### config.mk
export PLATFORM = sky130hd
export DESIGN_NAME = mem_stage_access
export DESIGN_NICKNAME = d
export VERILOG_FILES = /design/src/rtl/mem_stage_access.sv
export SDC_FILE = /design/constraint.sdc
export NUM_CORES = 1
export LEC_CHECK = 0
export ABC_AREA = 1
export CAP_MARGIN = 20
export CORE_ASPECT_RATIO = 2
export CORE_MARGIN = 4
export CORE_UTILIZATION = 40
export DETAILED_ROUTE_END_ITERATION = 12
export HOLD_SLACK_MARGIN = 0.03
export PLACE_DENSITY_LB_ADDON = 0.1
export RECOVER_POWER = 50
export SYNTH_ARGS = -nofsm -noshare
export SYNTH_HDL_FRONTEND = slang
export SYNTH_SLANG_ARGS = --single-unit
### constraint.sdc
create_clock -name clk -period 2.8 [get_ports clk]
set_input_delay 0.42 -clock clk [delete_from_list [all_inputs] [get_ports clk]]
set_output_delay 0.42 -clock clk [all_outputs]
set_load 0.02 [all_outputs]
### src/rtl/mem_stage_access.sv
// Memory-stage load/store sequencer: req/ack handshake with timeout,
// big-endian byte-lane steering and lb sign extension.
module mem_stage_access #(
    parameter int unsigned TIMEOUT = 255,
    parameter int unsigned ADDR_W  = 32
) (
    input  logic              clk,
    input  logic              rst,
    input  logic              valid_in,
    input  logic [3:0]        M,
    input  logic [ADDR_W-1:0] addr,
    input  logic [31:0]       wdata,
    output logic              stall,
    output logic              done,
    output logic [31:0]       rdata,
    output logic              align_err,
    output logic              bus_err,
    output logic              mem_req,
    output logic              mem_we,
    output logic [3:0]        mem_be,
    output logic [ADDR_W-1:0] mem_addr,
    output logic [31:0]       mem_wdata,
    input  logic              mem_ack,
    input  logic [31:0]       mem_rdata
);

    typedef enum logic [1:0] {
        S_IDLE,
        S_ACCESS,
        S_RESP
    } state_t;

    localparam logic [7:0] TO_LAST = 8'(TIMEOUT - 1);

    state_t            state_q, state_d;
    logic [7:0]        cnt_q, cnt_d;
    logic              align_err_q, bus_err_q;
    logic              mem_we_q;
    logic [3:0]        mem_be_q;
    logic [ADDR_W-1:0] mem_addr_q;
    logic [31:0]       mem_wdata_q;
    logic [31:0]       rdata_q;
    logic              word_q;
    logic [1:0]        off_q;

    logic [1:0]        mem_read, mem_write, off;
    logic              illegal, is_word, misalign;
    logic              err_pulse, start, go;
    logic              ack_hit, timeout_hit;
    logic [3:0]        be_steer;
    logic [31:0]       wdata_steer;
    logic [7:0]        ld_byte;
    logic [31:0]       ld_fmt;

    // Start/decode. An error pulse cycle never re-accepts: the faulting
    // instruction is still on the inputs while upstream advances past it.
    always_comb begin
        mem_read    = M[3:2];
        mem_write   = M[1:0];
        off         = addr[1:0];
        illegal     = (mem_read == 2'b11) || (mem_write == 2'b11) ||
                      ((mem_read != 2'b00) && (mem_write != 2'b00));
        is_word     = (mem_read == 2'b01) || (mem_write == 2'b01);
        misalign    = !illegal && is_word && (off != 2'b00);
        err_pulse   = align_err_q || bus_err_q;
        start       = valid_in && (state_q == S_IDLE) && (M != 4'b0000) && !err_pulse;
        go          = start && !illegal && !misalign;
        ack_hit     = (state_q == S_ACCESS) && mem_ack;
        timeout_hit = (state_q == S_ACCESS) && !mem_ack && (cnt_q == TO_LAST);
    end

    always_comb begin
        be_steer    = is_word ? 4'b1111 : (4'b1000 >> off);
        wdata_steer = is_word ? wdata : {4{wdata[7:0]}};
        case (off_q)
            2'd0:    ld_byte = mem_rdata[31:24];
            2'd1:    ld_byte = mem_rdata[23:16];
            2'd2:    ld_byte = mem_rdata[15:8];
            default: ld_byte = mem_rdata[7:0];
        endcase
        ld_fmt = word_q ? mem_rdata : {{24{ld_byte[7]}}, ld_byte};
    end

    always_ff @(posedge clk) begin
        if (rst) begin
            state_q <= S_IDLE;
            cnt_q   <= '0;
        end else begin
            state_q <= state_d;
            cnt_q   <= cnt_d;
        end
    end

    always_comb begin
        state_d = state_q;
        cnt_d   = cnt_q;
        case (state_q)
            S_IDLE: begin
                cnt_d = '0;
                if (go) state_d = S_ACCESS;
            end
            S_ACCESS: begin
                if (mem_ack) begin
                    state_d = S_RESP;
                end else if (timeout_hit) begin
                    state_d = S_IDLE;
                end else begin
                    cnt_d = cnt_q + 8'd1;
                end
            end
            S_RESP:  state_d = S_IDLE;
            default: state_d = S_IDLE;
        endcase
    end

    always_ff @(posedge clk) begin
        if (rst) begin
            align_err_q <= 1'b0;
            bus_err_q   <= 1'b0;
            mem_we_q    <= 1'b0;
            mem_be_q    <= '0;
            mem_addr_q  <= '0;
            mem_wdata_q <= '0;
            rdata_q     <= '0;
            word_q      <= 1'b0;
            off_q       <= '0;
        end else begin
            align_err_q <= start && misalign;
            bus_err_q   <= (start && illegal) || timeout_hit;
            if (go) begin
                mem_we_q    <= (mem_write != 2'b00);
                mem_be_q    <= be_steer;
                mem_addr_q  <= {addr[ADDR_W-1:2], 2'b00};
                mem_wdata_q <= wdata_steer;
                word_q      <= is_word;
                off_q       <= off;
            end
            if (ack_hit && !mem_we_q) rdata_q <= ld_fmt;
        end
    end

    always_comb begin
        stall     = (state_q == S_ACCESS) || start;
        mem_req   = (state_q == S_ACCESS);
        done      = (state_q == S_RESP);
        align_err = align_err_q;
        bus_err   = bus_err_q;
        mem_we    = mem_we_q;
        mem_be    = mem_be_q;
        mem_addr  = mem_addr_q;
        mem_wdata = mem_wdata_q;
        rdata     = rdata_q;
    end

endmodule

# Word-level counts from Yosys, hierarchy flattened
# Cells that the tools add are included.
dict set report word_totals {
  regBits 114
  latchBits 0
  ramBits 0
  mem_bits_ro 0
  output_inout_bits 106
  elab_cells 71
  memories 0
}
dict set report classes {
  addsub 1
  multipliers 0
  div 0
  order_cmp 0
  n_eq_ne 13
  shifts 1
  mux 11
  bitwise 0
  reduce_logical 34
}
# operator count
set op_table {}
lappend op_table {{two-way mux 32 bit} 2}
lappend op_table {{case mux 8 bit (3 select lines)} 1}
lappend op_table {{two-way mux 8 bit} 2}
lappend op_table {{case mux 8 bit (2 select lines)} 1}
lappend op_table {{logical AND 1 bit} 14}
lappend op_table {{adder 8 x 1 -> 8 bit (second input constant)} 1}
lappend op_table {{== test 2 x 1 -> 1 bit (second input constant)} 4}
lappend op_table {{== test 2 bit (second input constant)} 4}
lappend op_table {{== test 8 bit (second input constant)} 1}
lappend op_table {{nonzero test 2 bit} 4}
lappend op_table {{logical OR 1 bit} 6}
lappend op_table {{two-way mux 2 bit} 3}
lappend op_table {{inequality test 2 bit (second input constant)} 3}
lappend op_table {{logical NOT 1 bit} 5}
lappend op_table {{logical NOT 2 bit} 2}
lappend op_table {{two-way mux 4 bit} 1}
lappend op_table {{case mux 2 bit (2 select lines)} 1}
lappend op_table {{nonzero test 4 bit} 1}
lappend op_table {{right shift 4 x 2 -> 4 bit (first input constant)} 1}
lappend op_table {{inequality test 3 x 1 -> 1 bit (second input constant)} 1}
lappend op_table {{AND reduction 3 bit} 1}
lappend op_table {{AND reduction 2 bit} 1}

# Logic depth before layout (Yosys ltp)
dict set report depth {
  depth_word 10
  ltp_mapped 10
  depth_no_buf 9
}

# Worst setup path after synthesis
# No wires, ideal clock.
dict set report synth_path {
  path_type {register -> output}
  start {reg bus_err_q (netlist: bus_err)}
  end {out stall}
  arrival_time_ns 0.963
  slack_ns 1.417
  path_stages_with_launch 6
  path_cell_list {dfxtp_1 > inv_1 > nand2_1 > nor2_1 > nand3_4 > nand2_1}
}
dict set report synth_between {
  elab_chain_cells 4
}
# element line_no
set synth_lines {}
lappend synth_lines {{start, declared} 37} ;# logic align_err_q, bus_err_q;
lappend synth_lines {{start signal, assigned} 129} ;# bus_err_q <= (start && illegal) || timeout_hit;
lappend synth_lines {{logical OR 1 bit} 65} ;# err_pulse = align_err_q || bus_err_q;
lappend synth_lines {{logical NOT 1 bit} 66} ;# start = valid_in && (state_q == S_IDLE) && (M != 4'b0000) && !err_pulse;
lappend synth_lines {{logical AND 1 bit} 66}
lappend synth_lines {{logical OR 1 bit} 143} ;# stall = (state_q == S_ACCESS) || start;
lappend synth_lines {{end, declared} 13} ;# output logic stall,
# No other way between the ends.

# Worst setup path in the final report
dict set report layout_path {
  start {reg state_q[1]}
  end {out mem_req}
}
dict set report layout_between {
  elab_chain_cells 1
}
# element line_no
set layout_lines {}
lappend layout_lines {{start, declared} 35} ;# state_t state_q, state_d;
lappend layout_lines {{start signal, assigned} 89} ;# state_q <= state_d;
lappend layout_lines {{== test 2 x 1 -> 1 bit} 144} ;# mem_req = (state_q == S_ACCESS);
lappend layout_lines {{end, declared} 18} ;# output logic mem_req,
# No other way between the ends.

==> flow_summary.json <==
{
  "pin_count": 210,
  "ys_warn_count": 0,
  "detail_route.drc_violations": 0,
  "placed_area_um2": 7090,
  "start_util": 0.409,
  "area_growth_pct": 54.3,
  "fin_nets": 983,
  "wl_per_cell_um": 16.6,
  "n_antenna_cell": 0,
  "ant_nets": 0,
  "fp-row-count": 57,
  "netlist_area_um2": 4960,
  "p_leak_nw": 3.23,
  "path_class": "reg2out",
  "synth_top_cells_by_count": "nand2_1, dfxtp_1, a21oi_1, nor2_1, o21ai_0",
  "r2r_cells": 8,
  "cts_tree": "done",
  "die_area_um2": 14400,
  "fp.dieH_um": 166,
  "yosysMostFrequentCell": "nand2_1",
  "ctsResizeCount": 0,
  "drt_iter0_markers": 242,
  "min_period_ps": 2510,
  "hold_buffers": 0,
  "ys_seq_area_frac": 0.460,
  "grt_pass1_vias": 5450,
  "cts.sinks": 114,
  "avgSynthCellArea_um2": 7.25,
  "track_usage": 0.240,
  "worst_hold_path_type": "reg2reg",
  "cts_setup_buffers": 0,
  "cp-end-kind": "output port",
  "clkLatencyLatePin_ps": 410,
  "finalSetupViolCount": 0,
  "grt_pass1_wl_mm": 26.8,
  "dr.pass1.iters": 5,
  "tns_ps": 0,
  "port_buffers": 207,
  "drv_cap": 0,
  "fin_crit_sh": 0.895,
  "hold_viol_final": 0,
  "min_path_cells": 2,
  "antenna_found_initial": 0,
  "required_ps": 2380,
  "peakVddDrop_uv": 697,
  "htree_levels": 4,
  "clock_skew_ps": 11.0,
  "drive_above_1_share": 0.0742,
  "synth.area.top_cells": "dfxtp_1, nand2_1, a21oi_1, o21ai_0, nor2_1",
  "async_reset_ff_frac": 0,
  "root_buffer": "clkbuf_16",
  "fin_ws_ps": 293,
  "avgViaCountPerCell": 5.18,
  "final_max_slew_viol_count": 0,
  "die_x_um": 86.8,
  "grt_max_degree": 62,
  "ys_ff_latch": 114,
  "synth_area_leader_cell": "dfxtp_1",
  "crit_arrival_ps": 2090,
  "synth_top_area_share": 0.460,
  "synthFlopType": "dfxtp_1",
  "core_area_um2": 12100,
  "pre_cts_ws_ps": 357,
  "gp_congestion": 0.931,
  "status": "finished, final reports clean",
  "wirelength_mm": 17.2,
  "ys_types": 32,
  "synth_edf_count": 0,
  "finalPower_mw": 4.56,
  "max_freq_ghz": 0.399,
  "cp_max_fo": 7,
  "dr_total_vias": 5374,
  "slew_headroom": 0.336,
  "final_cell_area_um2": 7660,
  "cts_buffers": 17,
  "clkTransAtPathRegs_ps": 50,
  "fillers": 1122,
  "tightest_slew_ps": 994,
  "hpwl_mm": 12.9,
  "startpoint_type": "register",
  "gr-total-overflow": 0,
  "powerDensity_nw_per_um2": 595,
  "rsz0062_at_grt": "no",
  "whs_ps": 461,
  "postSynthCellCount": 684,
  "clock_path_buffers": 2
}
## critical path, stage by stage, from the launching register on
cell,delay [ps]
dfxtp_1,360
inv_1,70
nand2_1,230
clkinvlp_2,380
clkdlybuf4s50_1,640
## cell usage in the layout (no fill, tap or decap), drive strengths merged, types with 5 or more instances in the layout
cell           count
dlygate4sd3       60
o21ai             74
nand3             41
inv               20
nand2            172
clkinv             7
nor2              94
buf               10
dfxtp            114
nand4             10
a21oi            108
clkdlybuf4s50    146
clkinvlp           5
clkbuf            19
## metrics by stage
stage | cells | util
2_1_floorplan | 685 | -
4_1_cts | 1037 | 0.634
5_1_grt | 1037 | 0.631
3_3_place_gp | 1004 | 0.583
6_report | 1037 | 0.631
3_5_place_dp | 1005 | 0.585
## worst paths after layout
kind,start,to,slack (ps)
max reg2reg,state_q[1],rdata[31],630
min reg2reg,mem_wdata[1],mem_wdata[1],460
max,state_q[1],mem_req,290
min,mem_wdata[1],mem_wdata[1],460
## cell families after synthesis
logic type               Yosys count  synth area share
buffers and inverters             64            0.0645
XOR/XNOR                           1           0.00177
AND/OR/NAND/NOR                  319             0.281
other                              1          0.000756
AO/OA/AOI/OAI                    183             0.187
flip-flops                       114             0.460
adder cells (fa/ha/maj)            2           0.00504
## layer usage
layer,track usage,wire length (um),up-vias
met5,0,0,-
met4,0.123,685,0
met3,0.0735,1290,39
met2,0.447,9390,202
met1,0.230,5840,2479
li1,-,-,2654
## power by group
group	internal, mW	switching [mW]	total [mW]
logic	0.314	0.374	0.688
registers	1.69	0.0382	1.73
clock network	1.34	0.797	2.14
## cell type report
cell class                      count  area, um^2  share of cell area
Multi-Input combinational cell    507        2330               0.305
Clock buffer                       18         439              0.0574
Inverter                           20        76.3             0.00997
Timing Repair Buffer              217        2180               0.285
Clock inverter                     14         156              0.0204
Tap cell                          147         184              0.0240
Sequential cell                   114        2280               0.298
## state kept, by name, indices dropped and copies added, names as in the netlist, 2 cells and up
name,count
mem_be,4
cnt_q,8
off_q,2
rdata,32
state_q,2
mem_wdata,32
mem_addr,30
Power figures use the tool's default switching activity.
